### src/rtl/alarm_controller_pkg.sv
// Shared definitions for the motion alarm controller: state codes, state width
// and a small sizing helper.
package alarm_controller_pkg;

  localparam int STATE_W = 3;

  typedef enum logic [STATE_W-1:0] {
    S_DISARMED    = 3'd0,
    S_EXIT_DELAY  = 3'd1,
    S_ARMED       = 3'd2,
    S_ENTRY_DELAY = 3'd3,
    S_ALARM       = 3'd4
  } state_t;

  function automatic int max3(input int a, input int b, input int c);
    int m;
    m = (a > b) ? a : b;
    return (m > c) ? m : c;
  endfunction

endpackage

### src/rtl/alarm_debounce.sv
// Debounce for the majority trigger: trig_db rises once trig has been high for
// DEBOUNCE consecutive edges and drops as soon as trig goes low.
module alarm_debounce #(
  parameter int DEBOUNCE = 4
) (
  input  logic clk,
  input  logic reset,
  input  logic trig,
  output logic trig_db
);

  localparam int CNT_W = $clog2(DEBOUNCE + 1);
  localparam logic [CNT_W-1:0] CNT_MAX = CNT_W'(DEBOUNCE);

  logic [CNT_W-1:0] cnt_q;
  logic [CNT_W-1:0] nxt_cnt;

  // Counter saturates at DEBOUNCE so a long-held trigger never wraps.
  always_comb begin
    nxt_cnt = '0;
    if (trig) begin
      nxt_cnt = (cnt_q == CNT_MAX) ? cnt_q : cnt_q + 1'b1;
    end
  end

  always_ff @(posedge clk) begin
    if (reset) begin
      cnt_q   <= '0;
      trig_db <= 1'b0;
    end else begin
      cnt_q   <= nxt_cnt;
      trig_db <= (nxt_cnt == CNT_MAX);
    end
  end

endmodule

### src/rtl/alarm_controller.sv
// Arming / exit delay / entry delay / siren sequencer for a 3-sensor motion alarm.
// Optional build macro SILENT_TIMEOUT_EN: siren auto-silences after ALARM_CYCLES and re-arms.
module alarm_controller
  import alarm_controller_pkg::*;
#(
  parameter int EXIT_CYCLES  = 16,
  parameter int ENTRY_CYCLES = 16,
  parameter int DEBOUNCE     = 4,
  parameter int ALARM_CYCLES = 64
) (
  input  logic               clk,
  input  logic               reset,
  input  logic               m2,
  input  logic               m1,
  input  logic               m0,
  input  logic               arm,
  input  logic               disarm,
  output logic               A,
  output logic               armed,
  output logic               pending,
  output logic [STATE_W-1:0] state
);

  localparam int TIMER_W = $clog2(max3(EXIT_CYCLES, ENTRY_CYCLES, ALARM_CYCLES) + 1);
  localparam logic [TIMER_W-1:0] EXIT_LOAD  = TIMER_W'(EXIT_CYCLES - 1);
  localparam logic [TIMER_W-1:0] ENTRY_LOAD = TIMER_W'(ENTRY_CYCLES - 1);

  logic               trig;
  logic               trig_db;
  logic               rearm_hold;
  state_t             state_q;
  state_t             nxt_state;
  logic [TIMER_W-1:0] timer_q;
  logic [TIMER_W-1:0] nxt_timer;

  assign trig  = (m2 & m1) | (m2 & m0) | (m1 & m0);
  assign state = state_q;

  alarm_debounce #(.DEBOUNCE(DEBOUNCE)) u_debounce (
    .clk     (clk),
    .reset   (reset),
    .trig    (trig),
    .trig_db (trig_db)
  );

`ifdef SILENT_TIMEOUT_EN
  localparam logic [TIMER_W-1:0] ALARM_LOAD = TIMER_W'(ALARM_CYCLES - 1);

  // After an auto-silence the still-high trig_db must drop before it can re-trigger.
  always_ff @(posedge clk) begin
    if (reset) begin
      rearm_hold <= 1'b0;
    end else if (state_q == S_ALARM && nxt_state == S_ARMED) begin
      rearm_hold <= 1'b1;
    end else if (!trig_db) begin
      rearm_hold <= 1'b0;
    end
  end
`else
  assign rearm_hold = 1'b0;
`endif

  always_comb begin
    nxt_state = state_q;
    nxt_timer = timer_q;
    case (state_q)
      S_DISARMED: begin
        if (arm) begin
          nxt_state = S_EXIT_DELAY;
          nxt_timer = EXIT_LOAD;
        end
      end
      S_EXIT_DELAY: begin
        if (timer_q == '0) nxt_state = S_ARMED;
        else               nxt_timer = timer_q - 1'b1;
      end
      S_ARMED: begin
        if (trig_db && !rearm_hold) begin
          nxt_state = S_ENTRY_DELAY;
          nxt_timer = ENTRY_LOAD;
        end
      end
      S_ENTRY_DELAY: begin
        if (timer_q == '0) begin
          nxt_state = S_ALARM;
`ifdef SILENT_TIMEOUT_EN
          nxt_timer = ALARM_LOAD;
`endif
        end else begin
          nxt_timer = timer_q - 1'b1;
        end
      end
      S_ALARM: begin
`ifdef SILENT_TIMEOUT_EN
        if (timer_q == '0) nxt_state = S_ARMED;
        else               nxt_timer = timer_q - 1'b1;
`endif
      end
      default: begin
        nxt_state = S_DISARMED;
        nxt_timer = '0;
      end
    endcase
    // Disarm beats every other event, including a simultaneous arm.
    if (disarm) begin
      nxt_state = S_DISARMED;
      nxt_timer = '0;
    end
  end

  always_ff @(posedge clk) begin
    if (reset) begin
      state_q <= S_DISARMED;
      timer_q <= '0;
      A       <= 1'b0;
      armed   <= 1'b0;
      pending <= 1'b0;
    end else begin
      state_q <= nxt_state;
      timer_q <= nxt_timer;
      A       <= (nxt_state == S_ALARM);
      armed   <= (nxt_state == S_ARMED) || (nxt_state == S_ENTRY_DELAY) ||
                 (nxt_state == S_ALARM);
      pending <= (nxt_state == S_EXIT_DELAY) || (nxt_state == S_ENTRY_DELAY);
    end
  end

endmodule

### config.mk
export PLATFORM = sky130hd
export DESIGN_NAME = alarm_controller
export DESIGN_NICKNAME = d
export VERILOG_FILES = /design/src/rtl/alarm_controller_pkg.sv /design/src/rtl/alarm_debounce.sv /design/src/rtl/alarm_controller.sv
export SDC_FILE = /design/constraint.sdc
export NUM_CORES = 1
export LEC_CHECK = 0
export BUFFER_PORTS_ARGS = -buffer_cell sky130_fd_sc_hd__buf_4
export CORE_UTILIZATION = 30
export CTS_CLUSTER_SIZE = 25
export DETAILED_ROUTE_END_ITERATION = 10
export SYNTH_ARGS = -nofsm -noshare
export SYNTH_HDL_FRONTEND = slang
export SYNTH_SLANG_ARGS = --single-unit
### constraint.sdc
create_clock -name clk -period 2.52 [get_ports clk]
set_clock_uncertainty 0.15 [all_clocks]
set_input_delay 0.252 -clock clk [delete_from_list [all_inputs] [get_ports clk]]
set_output_delay 0.252 -clock clk [all_outputs]
set_load 0.005 [all_outputs]
# Yosys cells after proc, flatten, opt, wreduce, memory -nomap -nowiden
# Cells that the tools add are included.
[classes]
add_sub_neg = 2
eq_ne = 13
n_mux = 12
n_bitwise = 6
n_reduce_logical = 8
[op_table]
columns = ["cell", "count"]
rows = [
  ["7-bit one-hot mux with 4 select lines", 1],
  ["3-bit 2-to-1 mux", 7],
  ["7-bit 2-to-1 mux", 3],
  ["3-bit one-hot mux with 5 select lines", 1],
  ["3-bit by 2-bit == test with 1-bit output (second input constant)", 4],
  ["3-bit == test (second input constant)", 4],
  ["7-bit zero test", 1],
  ["7-bit by 1-bit subtractor with 7-bit output (second input constant)", 1],
  ["3-bit by 1-bit == test with 1-bit output (second input constant)", 2],
  ["2-bit inequality test (second input constant)", 2],
  ["4-bit AND reduction", 1],
  ["2-bit OR reduction", 2],
  ["3-bit by 1-bit adder with 3-bit output (second input constant)", 1],
  ["1-bit bitwise AND", 3],
  ["3-bit zero test", 1],
  ["1-bit logical OR", 3],
  ["2-bit by 1-bit inequality test with 1-bit output (second input constant)", 1],
  ["1-bit OR", 2],
  ["1-bit NOT", 1],
]
[word_totals]
regBits = 17
elab_cells = 48

# Logic depth before layout (Yosys ltp)
# Gate-level depths: netlist of the first run.
[depth]
word_depth = 7
ltp_mapped = 7
ltp_nobuf = 6

# Cells and area by module
# Synthesis of the first run repeated with hierarchy kept, for this count alone.
[unflattened]
cells_unflattened = 98
area_unflattened_um2 = 925.9
[by_module_without_submodules]
columns = ["mod", "instances", "cells_each", "area_each_um2"]
rows = [
  ["alarm_controller", 1, 77, 730.7],
  ["alarm_debounce", 1, 21, 195.2],
]

# Worst setup path after synthesis of the first run
# No wires, ideal clock.
[synth_path]
path_kind = "register -> register"
start = "reg timer_q[0]"
end = "reg timer_q[2]"
setup_ps = 117
arrival_time_ps = 1515
required_time_ps = 2253
slack_ps = 738
path_stages_with_launch = 7
n_path_buf = 0
period_less_slack_ps = 1782
cell_sequence = "dfxtp_1 -> inv_1 -> ha_1 -> nor4b_4 -> a311o_1 -> a22o_1 -> a32o_1"
[synth_between]
elab_chain_cells = 3
[synth_lines]
columns = ["item", "line", "source"]
rows = [
  ["from (decl)", "alarm_controller.sv:33", "logic [TIMER_W-1:0] timer_q;"],
  ["from (signal assigned)", "alarm_controller.sv:120", "timer_q <= nxt_timer;"],
  ["7-bit by 1-bit subtractor with 7-bit output or 7-bit zero test (tied branches)", "-", ""],
  ["7-bit 2-to-1 mux or 2-bit inequality test (tied branches)", "-", ""],
  ["7-bit one-hot mux with 4 select lines or 4-bit AND reduction (tied branches)", "-", ""],
]
# Several ways; a longest one is shown, not always the timed one. The select of a mux whose other input is x is not followed.
# A chain may end at the register's enable or synchronous reset.

# Final worst setup path of the first run
# Ends and elaborated chain as after synthesis.

==> results.md, run 1 <==
* Status: finished clean
* Remaining DRCs at 0
* Synth top area cells: dfxtp_1, a21oi_1, ha_1
* CP Cell Sequence: inv_1, ha_1, nor4b_4, and3_1, nor3_2, a32o_1
* Top_reg_cell synth: dfxtp_1
* Crit path launch type: flip-flop
* Initial Utilization at 32.2%
* Share of the synthesized area in the top cell type at 37.6%
* Site Rows at 19
* CP Buf/Inv Count at 1
* Worst-path maximum fanout at 6
* Worst-Skew Late Latency at 0.29 ns
* Number of vias in the routed layout at 780
* WL final at 1950 um
* CTS tree: yes
* Total GRT Usage at 13.2%
* H-tree depth at 1
* Synth-to-layout area growth at 14.9%
* Share of layout cells above drive strength 1 at 22.1%
* Pin count of the biggest net entering global routing at 14
* Crit path DAT at 1.98 ns
* Resized cells post-CTS at 0
* I/O pin count at 13
* Setup Crit Path Kind: reg -> reg
* Slew @ Worst Pin at 0.443 ns
* Clock sink count at 17
* Post-DRT Antenna Nets at 0
* Slew headroom at 70.4%
* Worst Hold Class: in -> reg
* Cell Area, Synth at 905 um^2
* Distinct cells, synth at 40
* Data required time at the worst endpoint at 2.56 ns
* Max-cap viol count at 0
* Pins Over Slew Limit at 0
* Root Driver: clkbuf_4
* DR iter-0 viols at 19
* Slowest CP cell: dfxtp_1
* Placer Congestion at 0.864
* Crit. End Element: flip-flop
* Total core area at 0.00281 mm^2
* Post-synthesis sequential area ratio at 37.6%
* Final antenna diode count at 0
* Worst-case clock buffer depth at 2
* EDFF count, synth at 0
* Critical path's largest stage delay at 0.35 ns
* RSZ-0062 raised after global routing: no
* Finished Core Util at 37.1%
* Syn. warnings at 0
* Hold Buf Count CTS at 0
* Die ar. at 0.00324 mm^2
* Fmax at 0.518 GHz
* Initial antenna violation count at 0
* Reg clk slew, reported paths at 0.10 ns
* Wire per inst at 13.5 um
* Commonest cells after routing, fill and taps aside: dfxtp_1, buf_4, a21oi_1
* Post-synthesis net count at 110
* Leak pwr at 0.432 nW
* Number of setup violations in the final report at 0
* Seq cells post-synth at 17
* Remaining Overflow, GRT at 0
* Post-DP HPWL at 1490 um
* Fraction of registers with async set/reset at 0%
* Placed Area at 0.00101 mm^2
* Fin crit share at 76.6%
* Filler Cells Inserted at 292
* Biggest area consumer among synthesized cells: dfxtp_1
* Chip height at 56.9 um
* Setup TNS Final at 0 ns
* R2R setup slack at 0.59 ns
* Most common cell after layout, fill and taps aside: dfxtp_1
* PD cells at 509 mW/mm^2
* Crit path max-delay family: simple AND/OR/NAND/NOR gates
* Vias in the first global route at 784
* CTS Buf Count at 3
* Via density per instance at 5.42
* Finished Cell Area at 0.00104 mm^2
* Die X at 56.9 um
* Final Hold Viols at 0
* Post-layout min period at 1.93 ns
* Post-CTS setup buffers at 0
* First-pass GRT wire length at 3330 um
* I/O Buffers at 12
* Maximum vdd drop at 0.000219 V
* Avg Cell Area, Syn at 9.05 um^2
* Nets at 124
* Synth Instances at 100
* Total iterations of the first detailed-routing run at 4
==> synth_stat cells, types with 2 or more instances <==
cell type,instances
a22o_1,3
xnor2_1,2
o21a_1,2
buf_2,2
a21oi_1,9
o21ai_1,3
nor3_1,3
ha_1,3
nand2b_1,2
o21ai_0,3
nor2_1,6
inv_1,8
and3_1,2
and2_1,3
dfxtp_1,17
nand2_1,7
nor3b_1,2
==> metal layers <==
metal / global-route usage, % / part of all wire (%)
met4: 6.97 / 1.6
met5: 0 / 0
met3: 3.23 / 6.2
met1: 14.5 / 41
met2: 23.4 / 51
==> flip-flops by register name, indices dropped and copies added, names as in the netlist <==
signal and flops:
timer_q 7, state 3, u_debounce.cnt_q 3, A 1, armed 1, pending 1, u_debounce.trig_db 1
==> worst reg2reg max path: cells and delay by family (launching register included) <==
kind                     cells  cell delay [ns]
AND/OR/NAND/NOR              3             0.80
AO/OA/AOI/OAI                1             0.21
buffers and inverters        1             0.11
adder cells (fa/ha/maj)      1             0.22
flip-flops                   1             0.35
==> layout make-up <==
type / count / area, um^2 / area share, %
multi-input cells: 72 / 513 / 49.3
flip-flops and latches: 17 / 340 / 32.7
repair buffers: 12 / 90.1 / 8.66
well taps: 31 / 38.8 / 3.73
inverters: 8 / 30.0 / 2.89
clock buffers: 3 / 22.5 / 2.17
clock inverters: 1 / 5.00 / 0.481
==> stage by stage <==
stage	worst slack [ns]	hold slack [ns]	power, W	cells
after floorplan	0.738	0.285	0.000360	100
after global routing	0.479	0.126	0.000560	144
after detailed placement	0.625	0.320	0.000386	140
final	0.589	0.118	0.000529	144
after global placement	0.697	0.315	0.000383	140
after CTS	0.610	0.107	0.000534	144
==> logic make-up after synthesis <==
| family | after synthesis | synth area share [%] |
|---|---|---|
| AND/OR/NAND/NOR | 37 | 26.1 |
| AO/OA/AOI/OAI | 29 | 23.4 |
| buffers and inverters | 11 | 5.67 |
| adder cells (fa/ha/maj) | 4 | 5.26 |
| flip-flops | 17 | 37.6 |
| XOR/XNOR | 2 | 1.94 |
==> where the power goes <==
part           internal, W  switching [W]
logic            0.0000446      0.0000457
registers         0.000278      0.0000123
clock network    0.0000590      0.0000900
total             0.000381       0.000148
==> final timing paths <==
path	start	end	cells after the start
max	timer_q[0]	timer_q[2]	6
min	disarm	state[1]	3
max reg2reg	timer_q[0]	timer_q[2]	6
min reg2reg	timer_q[6]	timer_q[6]	1
Power figures use the tool's default switching activity.
==> inputs of run 2 (changes only) <==
==> constraint.sdc (replaced) <==
create_clock -name clk -period 1.98 [get_ports clk]
set_clock_uncertainty 0.15 [all_clocks]
set_input_delay 0.198 -clock clk [delete_from_list [all_inputs] [get_ports clk]]
set_output_delay 0.198 -clock clk [all_outputs]
set_load 0.005 [all_outputs]
==> run 2 against run 1 <==
Net effect:
- global-route usage rose by 1.1 points
- sequential share of layout area down 0.27 points
- sequential power up 27%
- critical path depth unchanged
- worst hold slack worse by 0.048 ns
- sequential cell count is the same
- combinational power up 35%
- non-clock buffer count grew 1
- power is 27% higher
- first-iteration DRC count is 16% higher
==> results.md, run 2 (same netlist as run 1, synthesis figures left out) <==
* Sw Share at 27.1% (-0.81 points)
* Remaining Overflow, GRT at 0 (unchanged)
* Site Rows at 19 (unchanged)
* Worst Hold Class: in -> reg
* Slew headroom at 72.9% (+2.4 points)
* Max-cap viol count at 0 (unchanged)
* Slew @ Worst Pin at 0.405 ns (-0.0377 ns)
* Number of setup violations in the final report at 0 (unchanged)
* Nets at 125 (+0.81%)
* Combinational share of power at 18.1% (+1.0 points)
* Net load switching power at 0.000183 W (+24%)
* Setup Crit Path Kind: reg -> reg
* Internal power at 0.000491 W (+29%)
* Post-layout min period at 1.89 ns (-0.0426 ns)
* CTS Buf Count at 3 (unchanged)
* Total GRT Usage at 14.3% (+1.1 points)
* Placer Congestion at 0.915 (+6.0%)
* Via density per instance at 5.49 (+1.3%)
* DR iter-0 viols at 22 (+3)
* Post-CTS setup buffers at 0 (unchanged)
* CTS tree: yes
* Status: finished clean
* Leak pwr at 0.434 nW (+0.29%)
* Hold Crit Start: disarm
* Share of layout cells above drive strength 1 at 23.7% (+1.6 points)
* Fmax at 0.530 GHz (+2.3%)
* Number of vias in the routed layout at 796 (+2.1%)
* Crit path DAT at 1.93 ns (-0.05 ns)
* Vias in the first global route at 816 (+4.1%)
* R2R setup slack at 0.09 ns (-0.50 ns)
* Pins Over Slew Limit at 0 (unchanged)
* Worst-path maximum fanout at 6 (unchanged)
* Root Driver: clkbuf_4
* Initial Utilization at 32.2% (unchanged)
* Commonest cells after routing, fill and taps aside: dfxtp_1, buf_4, a21oi_1
* Initial antenna violation count at 0 (unchanged)
* Remaining DRCs at 0 (unchanged)
* Synth-to-layout area growth at 16.3%
* Die X at 56.9 um (unchanged)
* Final Hold Viols at 0 (unchanged)
* Wire per inst at 13.6 um (+0.94%)
* Number of flip-flops in the largest register at 7 (unchanged)
* R2r endpoint: timer_q[2]
* Final antenna diode count at 0 (unchanged)
* Worst-Skew Late Latency at 0.29 ns (about the same)
* Post-DP HPWL at 1560 um (+4.6%)
* Cells on Worst Hold Path at 3 (unchanged)
* Largest register by flop count: timer_q
* Seq pwr share at 54.4% (-0.4 points)
* Crit. End Element: flip-flop
* Crit path launch type: flip-flop
* Data required time at the worst endpoint at 2.02 ns (-0.54 ns)
* Most common cell after layout, fill and taps aside: dfxtp_1
* I/O pin count at 13 (unchanged)
* RSZ-0062 raised after global routing: no
* Clock sink count at 17 (unchanged)
* Fin crit share at 95.4% (+19 points)
* First-pass GRT wire length at 3530 um (+6.0%)
* Reg2Reg Depth at 6 (unchanged)
* Worst-case clock buffer depth at 2 (unchanged)
* Final hold slack at 0.0703 ns (-0.0482 ns)
* Pin count of the biggest net entering global routing at 12 (-2)
* PD cells at 641 mW/mm^2 (+26%)
* I/O Buffers at 12 (unchanged)
* Total iterations of the first detailed-routing run at 4 (unchanged)
* Setup TNS Final at 0 ns (unchanged)
* WL final at 1980 um (+1.6%)
* WHS Endpoint: state[1]
* Clock power share at 27.5% (-0.6 points)
* Reg clk slew, reported paths at 0.10 ns (about the same)
* Post-DRT Antenna Nets at 0 (unchanged)
* Die ar. at 0.00324 mm^2 (unchanged)
* Maximum vdd drop at 0.000392 V (+79%)
* RR Startpoint: timer_q[0]
* Total core area at 0.00281 mm^2 (unchanged)
* Chip height at 56.9 um (unchanged)
* H-tree depth at 1 (unchanged)
run 2: per-layer routing:
| metal | vias up | global-route usage, % | share of wire (%) |
|---|---|---|---|
| li1 | 394 | - | - |
| met2 | 25 | 27.6 | 52 |
| met3 | 2 | 5.76 | 5.9 |
| met5 | - | 0 | 0 |
| met4 | 0 | 2.79 | 0.40 |
| met1 | 375 | 14.5 | 42 |
run 2: how the worst max path moves through the flow:
| stage | startpoint | end | slack, ns | cells past startpoint |
|---|---|---|---|---|
| global placement | timer_q[0] | timer_q[2] | 0.15 | 6 |
| floorplan | timer_q[0] | timer_q[2] | 0.20 | 6 |
| global route | timer_q[0] | timer_q[2] | 0.003 | 6 |
| detailed placement | timer_q[0] | timer_q[2] | 0.09 | 6 |
| CTS | timer_q[0] | timer_q[2] | 0.02 | 6 |
| finish | timer_q[0] | timer_q[2] | 0.09 | 6 |
run 2: metrics by stage:
stage	power (W)	worst slack (ns)	cells	utilization, %	cell area [um^2]
2_1_floorplan	0.000458	0.198	100	-	905
3_3_place_gp	0.000490	0.153	141	36.4	1020
3_5_place_dp	0.000495	0.0852	141	36.4	1020
4_1_cts	0.000684	0.0154	145	37.3	1050
5_1_grt	0.000724	0.00324	145	37.5	1050
6_report	0.000674	0.0918	145	37.5	1050
run 2: final cells by class:
cell class                 count  area (um^2)
multi-input combinational     72          518
fill                         296         1750
inverter                       8         30.0
clock buffer                   4         26.3
timing repair buffer          13         97.6
sequential                    17          342
tap                           31         38.8
run 2: critical path: stages, from the launching register on:
cell and delay, ns:
dfxtp_2 0.36, inv_1 0.07, ha_1 0.25, nor4b_4 0.17, a311o_1 0.37, a22o_1 0.18, a32o_1 0.25
run 2: repair_timing:
action / 4_1_cts / 5_1_grt
gates resized for setup: 0 / 3
hold buffers: 0 / 0
setup endpoints to repair: 0 / 5
run 2: power by group through the flow:
stage / clock network, W / logic (W) / registers (W)
after floorplan: 0 / 0.0000881 / 0.000370
after global placement: 0 / 0.000116 / 0.000374
after detailed placement: 0 / 0.000120 / 0.000374
after CTS: 0.000195 / 0.000122 / 0.000367
after global routing: 0.000218 / 0.000137 / 0.000369
final: 0.000185 / 0.000122 / 0.000367
